$ cat config.mk
export PLATFORM = sky130hd
export DESIGN_NAME = reg_file_sb
export DESIGN_NICKNAME = d
export VERILOG_FILES = /design/src/rtl/rf_pkg.sv /design/src/rtl/rf_scoreboard.sv /design/src/rtl/reg_file_sb.sv
export SDC_FILE = /design/constraint.sdc
export NUM_CORES = 2
export LEC_CHECK = 0
export CAP_MARGIN = 20
export CORE_MARGIN = 1.5
export CORE_UTILIZATION = 55
export DETAILED_ROUTE_END_ITERATION = 10
export PLACE_DENSITY = 0.7
export SKIP_LAST_GASP = 1
export SLEW_MARGIN = 40
export SYNTH_ARGS = -nofsm -noshare
export SYNTH_HDL_FRONTEND = slang
export SYNTH_HIERARCHICAL = 1
export SYNTH_SLANG_ARGS = --single-unit
$ cat constraint.sdc
create_clock -name CLK -period 4.1 [get_ports CLK]
set_input_delay 0.41 -clock CLK [delete_from_list [all_inputs] [get_ports CLK]]
set_output_delay 0.41 -clock CLK [all_outputs]
set_load 0.1 [all_outputs]
$ cat src/rtl/rf_pkg.sv
// Shared constants and types for the integer register file and its scoreboard.
// Latency: n/a (declarations only).
// Backpressure: n/a.
package rf_pkg;
  localparam int XLEN_DEFAULT  = 32;
  localparam int NREGS_DEFAULT = 32;
  localparam logic [4:0] REG_ZERO = 5'd0;

  typedef logic [4:0] reg_addr_t;
endpackage

$ cat src/rtl/rf_scoreboard.sv
// Busy-bit scoreboard for long-latency destinations, with a pending count and a conflict flag.
// Latency: busy and count update on the edge; BUSY_OUT is masked in the same cycle as a clearing write.
// Backpressure: none; the hazard unit stalls on BUSY_OUT.
module rf_scoreboard
  import rf_pkg::*;
#(
  parameter  int NREGS = NREGS_DEFAULT,
  parameter  int NRD   = 2,
  localparam int AW    = $clog2(NREGS)
) (
  input  logic              CLK,
  input  logic              RESET,
  input  logic              WRITE_ENABLE,
  input  logic [AW-1:0]     WRITE_ADDR,
  input  logic              RSV_ENABLE,
  input  logic [AW-1:0]     RSV_ADDR,
  input  logic [NRD*AW-1:0] OUT_ADDR,
  output logic [NRD-1:0]    BUSY_OUT,
  output logic [AW:0]       PENDING_CNT,
  output logic              RSV_CONFLICT
);
  logic [NREGS-1:0] busy;
  logic [NREGS-1:0] busy_nxt;
  logic             set_v;
  logic             clr_v;
  logic             same_addr;
  logic             cnt_inc;
  logic             cnt_dec;
  logic             conflict_nxt;

  assign set_v     = RSV_ENABLE && (RSV_ADDR != AW'(REG_ZERO));
  assign clr_v     = WRITE_ENABLE && (WRITE_ADDR != AW'(REG_ZERO));
  assign same_addr = (RSV_ADDR == WRITE_ADDR);

  // The reserve wins over a same-register write: a newer op owns the destination.
  always_comb begin
    busy_nxt = busy;
    if (clr_v) busy_nxt[WRITE_ADDR] = 1'b0;
    if (set_v) busy_nxt[RSV_ADDR] = 1'b1;
    busy_nxt[0] = 1'b0;
  end

  assign cnt_inc      = set_v && !busy[RSV_ADDR];
  assign cnt_dec      = clr_v && busy[WRITE_ADDR] && !(set_v && same_addr);
  assign conflict_nxt = set_v && busy[RSV_ADDR] && !(clr_v && same_addr);

  always_ff @(posedge CLK) begin
    if (RESET) begin
      busy         <= '0;
      PENDING_CNT  <= '0;
      RSV_CONFLICT <= 1'b0;
    end else begin
      busy         <= busy_nxt;
      PENDING_CNT  <= PENDING_CNT + (AW+1)'(cnt_inc) - (AW+1)'(cnt_dec);
      RSV_CONFLICT <= conflict_nxt;
    end
  end

  for (genvar k = 0; k < NRD; k++) begin : g_busy
    logic [AW-1:0] ra;
    assign ra          = OUT_ADDR[k*AW +: AW];
    assign BUSY_OUT[k] = busy[ra] && !(WRITE_ENABLE && (WRITE_ADDR == ra));
  end
endmodule

$ cat src/rtl/reg_file_sb.sv
// RV32IM integer register file: NRD combinational read ports with write bypass, one write port, busy scoreboard.
// Latency: reads are zero-cycle; writes land in the array on the edge and bypass in the same cycle.
// Backpressure: none; dependent reads stall externally on BUSY_OUT.
module reg_file_sb
  import rf_pkg::*;
#(
  parameter  int XLEN  = XLEN_DEFAULT,
  parameter  int NREGS = NREGS_DEFAULT,
  parameter  int NRD   = 2,
  localparam int AW    = $clog2(NREGS)
) (
  input  logic                CLK,
  input  logic                RESET,
  input  logic                WRITE_ENABLE,
  input  logic [AW-1:0]       WRITE_ADDR,
  input  logic [XLEN-1:0]     WRITE_DATA,
  input  logic                RSV_ENABLE,
  input  logic [AW-1:0]       RSV_ADDR,
  input  logic [NRD*AW-1:0]   OUT_ADDR,
  output logic [NRD*XLEN-1:0] DATA_OUT,
  output logic [NRD-1:0]      BUSY_OUT,
  output logic [AW:0]         PENDING_CNT,
  output logic                RSV_CONFLICT
);
  logic [XLEN-1:0] mem [NREGS];

  always_ff @(posedge CLK) begin
    if (RESET) begin
      for (int i = 0; i < NREGS; i++) mem[i] <= '0;
    end else if (WRITE_ENABLE && (WRITE_ADDR != AW'(REG_ZERO))) begin
      mem[WRITE_ADDR] <= WRITE_DATA;
    end
  end

  // x0 check comes first so a write to x0 never leaks through the bypass.
  for (genvar k = 0; k < NRD; k++) begin : g_rd
    logic [AW-1:0] ra;
    assign ra = OUT_ADDR[k*AW +: AW];
    assign DATA_OUT[k*XLEN +: XLEN] =
      (ra == AW'(REG_ZERO))                  ? '0 :
      (WRITE_ENABLE && (WRITE_ADDR == ra))   ? WRITE_DATA :
                                               mem[ra];
  end

  rf_scoreboard #(
    .NREGS (NREGS),
    .NRD   (NRD)
  ) u_sb (
    .CLK          (CLK),
    .RESET        (RESET),
    .WRITE_ENABLE (WRITE_ENABLE),
    .WRITE_ADDR   (WRITE_ADDR),
    .RSV_ENABLE   (RSV_ENABLE),
    .RSV_ADDR     (RSV_ADDR),
    .OUT_ADDR     (OUT_ADDR),
    .BUSY_OUT     (BUSY_OUT),
    .PENDING_CNT  (PENDING_CNT),
    .RSV_CONFLICT (RSV_CONFLICT)
  );
endmodule

## Yosys cells after proc, flatten, opt, wreduce, memory -nomap -nowiden

Memory sizes are Yosys's and may differ from the RTL's.
Cells that the tools add are included.

| operators by class | value |
|---|---|
| add/subtract/negate cells | 2 |
| multipliers | 0 |
| div/mod/pow operators | 0 |
| order comparisons | 6 |
| equal/unequal tests | 3 |
| shifts and indexed selects | 0 |
| mux-type cells | 26 |
| bitwise operators | 3 |
| reduce and logical (&&, ||, !) cells | 25 |

Operator list:

| kind | count |
|---|---|
| 32-bit 2-to-1 mux | 7 |
| 32-bit bitwise AND | 1 |
| 32-bit inverter | 1 |
| 32-bit bitwise OR | 1 |
| 32-bit OR reduction | 1 |
| 5-bit by 6-bit less-than comparator with 1-bit output, second input constant | 4 |
| 1-bit binary-select mux with 5-bit select | 4 |
| 5-bit == test | 3 |
| 1-bit logical AND | 15 |
| 1-bit 2-to-1 mux | 12 |
| 1-bit demux with 5-bit select | 2 |
| 5-bit by 1-bit greater-or-equal comparator with 1-bit output, second input constant | 2 |
| 5-bit logical NOT | 2 |
| 5-bit nonzero test | 2 |
| 6-bit by 1-bit adder with 6-bit output | 1 |
| 6-bit by 1-bit subtractor with 6-bit output | 1 |
| 1-bit logical NOT | 5 |
| 5-bit 2-to-1 mux | 1 |

| storage, ports and cells | value |
|---|---|
| bits in registers | 39 |
| bits in latches | 0 |
| bits in writable memories | 1,024 |
| ROM bits | 0 |
| memories kept | 1 |

Memories:

| name | words | bits a word | read ports | clocked after Yosys merged registers in | write ports | RTL line | text |
|---|---|---|---|---|---|---|---|
| mem | 32 | 32 | 2 | 0 | 32 | reg_file_sb.sv:25 | `logic [XLEN-1:0] mem [NREGS];` |

## Longest topological paths before layout

| logic depth | value |
|---|---|
| depth in word-level cells | 9 |
| gate-level depth with buffers | 14 |

## Hierarchy

The synthesis kept the hierarchy.

Modules (own cells, without submodules):

| module | instances | cells an instance | area each (um^2) |
|---|---|---|---|
| reg_file_sb | 1 | 3,802 | 55,061.6 |
| rf_scoreboard | 1 | 324 | 2,975.4 |

## Worst setup path before layout

No wires, ideal clock.

| timing path | value |
|---|---|
| path type | input port to output port |
| start point | in OUT_ADDR[0] |
| end point | out DATA_OUT[18] |
| arrival time | 3.239 ns |
| required time | 3.690 ns |
| setup slack | 0.451 ns |
| stages on the path | 9 |
| path buffers | 5 |
| path through | buf_6 -> buf_6 -> buf_6 -> buf_6 -> buf_6 -> mux2i_1 -> a221oi_1 -> a21oi_1 -> a31oi_1 |

| on the way | value |
|---|---|
| cells in the longest elaborated chain, start to end | 4 |
| elaborated cells between the ends (all ways) | 6 |
| those cells by class | eq/ne: 1; mux: 2; reduce/logical: 2; memory: 1 |

Ends and longest elaborated chain:

| item | RTL line | text |
|---|---|---|
| start: declaration | reg_file_sb.sv:19 | `input logic [NRD*AW-1:0] OUT_ADDR,` |
| parallel branches: the longest is 3 deep, another holds memory 32 x 32 bit | n/a |  |
| 32-bit 2-to-1 mux * | reg_file_sb.sv:40 | `(ra == AW'(REG_ZERO)) ? '0 :` |
| end: declaration | reg_file_sb.sv:20 | `output logic [NRD*XLEN-1:0] DATA_OUT,` |

Every way passes the cells marked *.

## Worst setup path in the final report

| timing path | value |
|---|---|
| start point | in OUT_ADDR[3] |
| end point | out DATA_OUT[13] |

The elaborated chain is that of the path after synthesis.

==> impl_metrics.json <==
{
  "status": "completed",
  "grt-ovfl-total": 0,
  "grt_max_degree": 68,
  "clock_skew_ns": 0.00696,
  "cp_cell_sequence": "clkdlybuf4s50_1 > or2_4 > or4_4 > o211a_1 > a221o_1 > buf_12",
  "path_delay_family": "simple AND/OR/NAND/NOR gates",
  "via_count": 39700,
  "cts_setup_buffers": 0,
  "pre_cts_ws_ns": 0.157,
  "power_density_nw_per_um2": 421,
  "fin_nets": 4263,
  "place.gp.congestion": 0.955,
  "reg2regPathDepth": 12,
  "routed_wl_microns": 199000,
  "vdd_drop_max_v": 0.000530,
  "yosys_most_used_dff": "edfxtp_1",
  "max_clock_freq_mhz": 262,
  "cts_buffers": 113,
  "area_growth_pct": 13.5,
  "min_to": "mem[0][18]$_SDFFCE_PN0P_",
  "reg2reg_from": "u_sb/busy[4]$_SDFF_PP0_",
  "grt_pass1_vias": 39200,
  "clk_pin_slew_ns": 0.06,
  "track_usage_pct": 37.0,
  "num-fill-cells": 7589,
  "yosys.area_share.simple_pct": 13.1,
  "p_total_w": 0.0277,
  "portBuffers": 128,
  "clk_latency_ns": 0.70,
  "worstMarginPinSlew_ns": 0.970,
  "synth_top_family_by_area": "multiplexers",
  "slew_headroom_pct": 35.1,
  "totalNegativeSetupSlack_ns": 0,
  "r2r_setup_slack_ns": 0.97,
  "grt_pass1_wl_microns": 282000,
  "root_buffer": "clkbuf_16",
  "synth_fa_ha_area_share_pct": 0.164,
  "worst_hold_slack_ns": 0.180,
  "crit_type": "in -> out",
  "arrival_ns": 3.40,
  "synth_compound_area_share_pct": 6.59,
  "drt.antenna.violating_nets": 0,
  "syn_area_sq_um": 58000,
  "cts_tree": "yes",
  "slowest_stage": "clkdlybuf4s50_1",
  "cpPeakStageDelay_ns": 0.66,
  "htreeDepth": 3,
  "dr.pass1.iters": 6,
  "synthArstFlopShare_pct": 0,
  "leakagePower_nw": 23.4,
  "syn_inst": 4126,
  "synthMuxAreaShare_pct": 21.8,
  "core_sq_um": 104000,
  "hold_depth": 1,
  "drt-wirelength-per-cell_microns": 35.1,
  "num_rows": 118,
  "hp-class": "in -> reg",
  "ctsHoldBuffers": 0,
  "ys_seq_elements": 1062,
  "num_io_pins": 129,
  "post_cts_resized": 0,
  "synth_edf_count": 1024,
  "crit_required_ns": 3.69,
  "setup-violations-final": 0,
  "clockBufferDepth": 3,
  "fp.dieW_microns": 328,
  "hold_violations": 0,
  "reg2reg_to": "u_sb/PENDING_CNT[4]$_SDFF_PP0_",
  "drc": 0,
  "fin_ws_ns": 0.287,
  "avgSynthCellArea_sq_um": 14.1,
  "worstSetupEndpointType": "output pin",
  "routed_via_density": 7.00,
  "start_util_pct": 55.8,
  "place_hpwl_microns": 126000,
  "first_iter_violations": 5848,
  "crit_buf_inv": 2,
  "finalCritPeriodShare_pct": 93.0,
  "yosys_warnings": 6,
  "synth_seq_area_share_pct": 54.3,
  "grt_antenna_before_repair": 13,
  "rsz0062_at_grt": "false",
  "yosysUniqueCellTypes": 69,
  "cts.sinks": 1062,
  "yosys.area_share.xor_xnor_pct": 0.438,
  "die_height_microns": 328,
  "maxSlewViolCount": 0,
  "final_common_cell": "edfxtp_1",
  "synth_top_area_share_pct": 53.0,
  "netlist_top_cells_area": "edfxtp_1 53%, mux4_2 15%, and2_1 11%",
  "worstSetupStartpointType": "input port",
  "worstHoldStart": "RESET",
  "critPathMaxFanout": 22,
  "drive_above_1_share_pct": 22.7,
  "synth_top_area_cell": "edfxtp_1",
  "fin_crit_ns": 3.81,
  "dieArea_sq_um": 107000,
  "final_cell_mix": "1,024 x edfxtp_1, 994 x and2_1, 399 x mux4_2",
  "maxCapViolCount": 0
}
-- flip-flops by register name, summed over array words and instances, names as in the netlist --
signal,count
mem,1024
u_sb/busy,31
u_sb/RSV_CONFLICT,1
u_sb/PENDING_CNT,6
-- per-stage QoR --
step	std cells	util, %	instance area (sq um)
after floorplan	4157	-	58200
after global placement	5464	59.9	62300
after detailed placement	5465	59.8	62300
after CTS	5667	63.3	65800
after global routing	5667	63.3	65800
final	5671	63.3	65800
-- worst max path at each step --
stage | start | endpoint | cells after the start | slack (ns)
finish | OUT_ADDR[3] | DATA_OUT[13] | 6 | 0.29
global route | WRITE_ADDR[0] | DATA_OUT[2] | 9 | 0.17
CTS | WRITE_ADDR[3] | DATA_OUT[2] | 8 | 0.34
detailed placement | WRITE_ADDR[0] | u_sb/PENDING_CNT[4]$_SDFF_PP0_ | 14 | 0.16
global placement | WRITE_ADDR[0] | u_sb/PENDING_CNT[4]$_SDFF_PP0_ | 14 | 0.09
floorplan | OUT_ADDR[0] | DATA_OUT[18] | 9 | 0.45
-- layer usage --
metal	track usage, %	part of all wire (%)	vias to the layer above
met2	55.6	45	3188
met3	9.12	13	674
met4	21.9	7.0	8
met5	0	0.026	-
li1	-	-	15900
met1	49.0	35	19900
-- synth_stat cells (38+ instances only) --
library cell  instances
mux4_2              399
dfxtp_1              38
o221ai_1             38
nand2_1             106
nor2_1               64
edfxtp_1           1024
o21ai_1              49
o21ai_0              45
a22oi_1             107
mux2i_1             346
a21oi_1              98
buf_2                64
clkbuf_1            288
and2_1              995
-- report_power, final --
part	internal, W	switching, W	leakage [nW]
clock network	0.00570	0.00436	1.74
logic	0.00178	0.00310	11.6
registers	0.0125	0.000310	10.1
total	0.0200	0.00776	23.4
-- cells by family after synthesis --
family / count (synthesis)
buffers and inverters: 448
AO/OA/AOI/OAI: 543
XOR/XNOR: 29
adder cells (fa/ha/maj): 7
multiplexers: 757
flip-flops: 1062
other: 1
AND/OR/NAND/NOR: 1279
-- area by class of cell --
class,instances,area (sq um),share of cell area [%]
Timing Repair Buffer,365,4190,6.37
Sequential cell,1062,31500,47.9
Inverter,11,41.3,0.0627
Tap cell,1380,1730,2.62
Clock buffer,138,2990,4.53
Antenna cell,4,10.0,0.0152
Multi-Input combinational cell,2647,24800,37.7
Clock inverter,64,567,0.861
(Power assumes the default switching activity.)
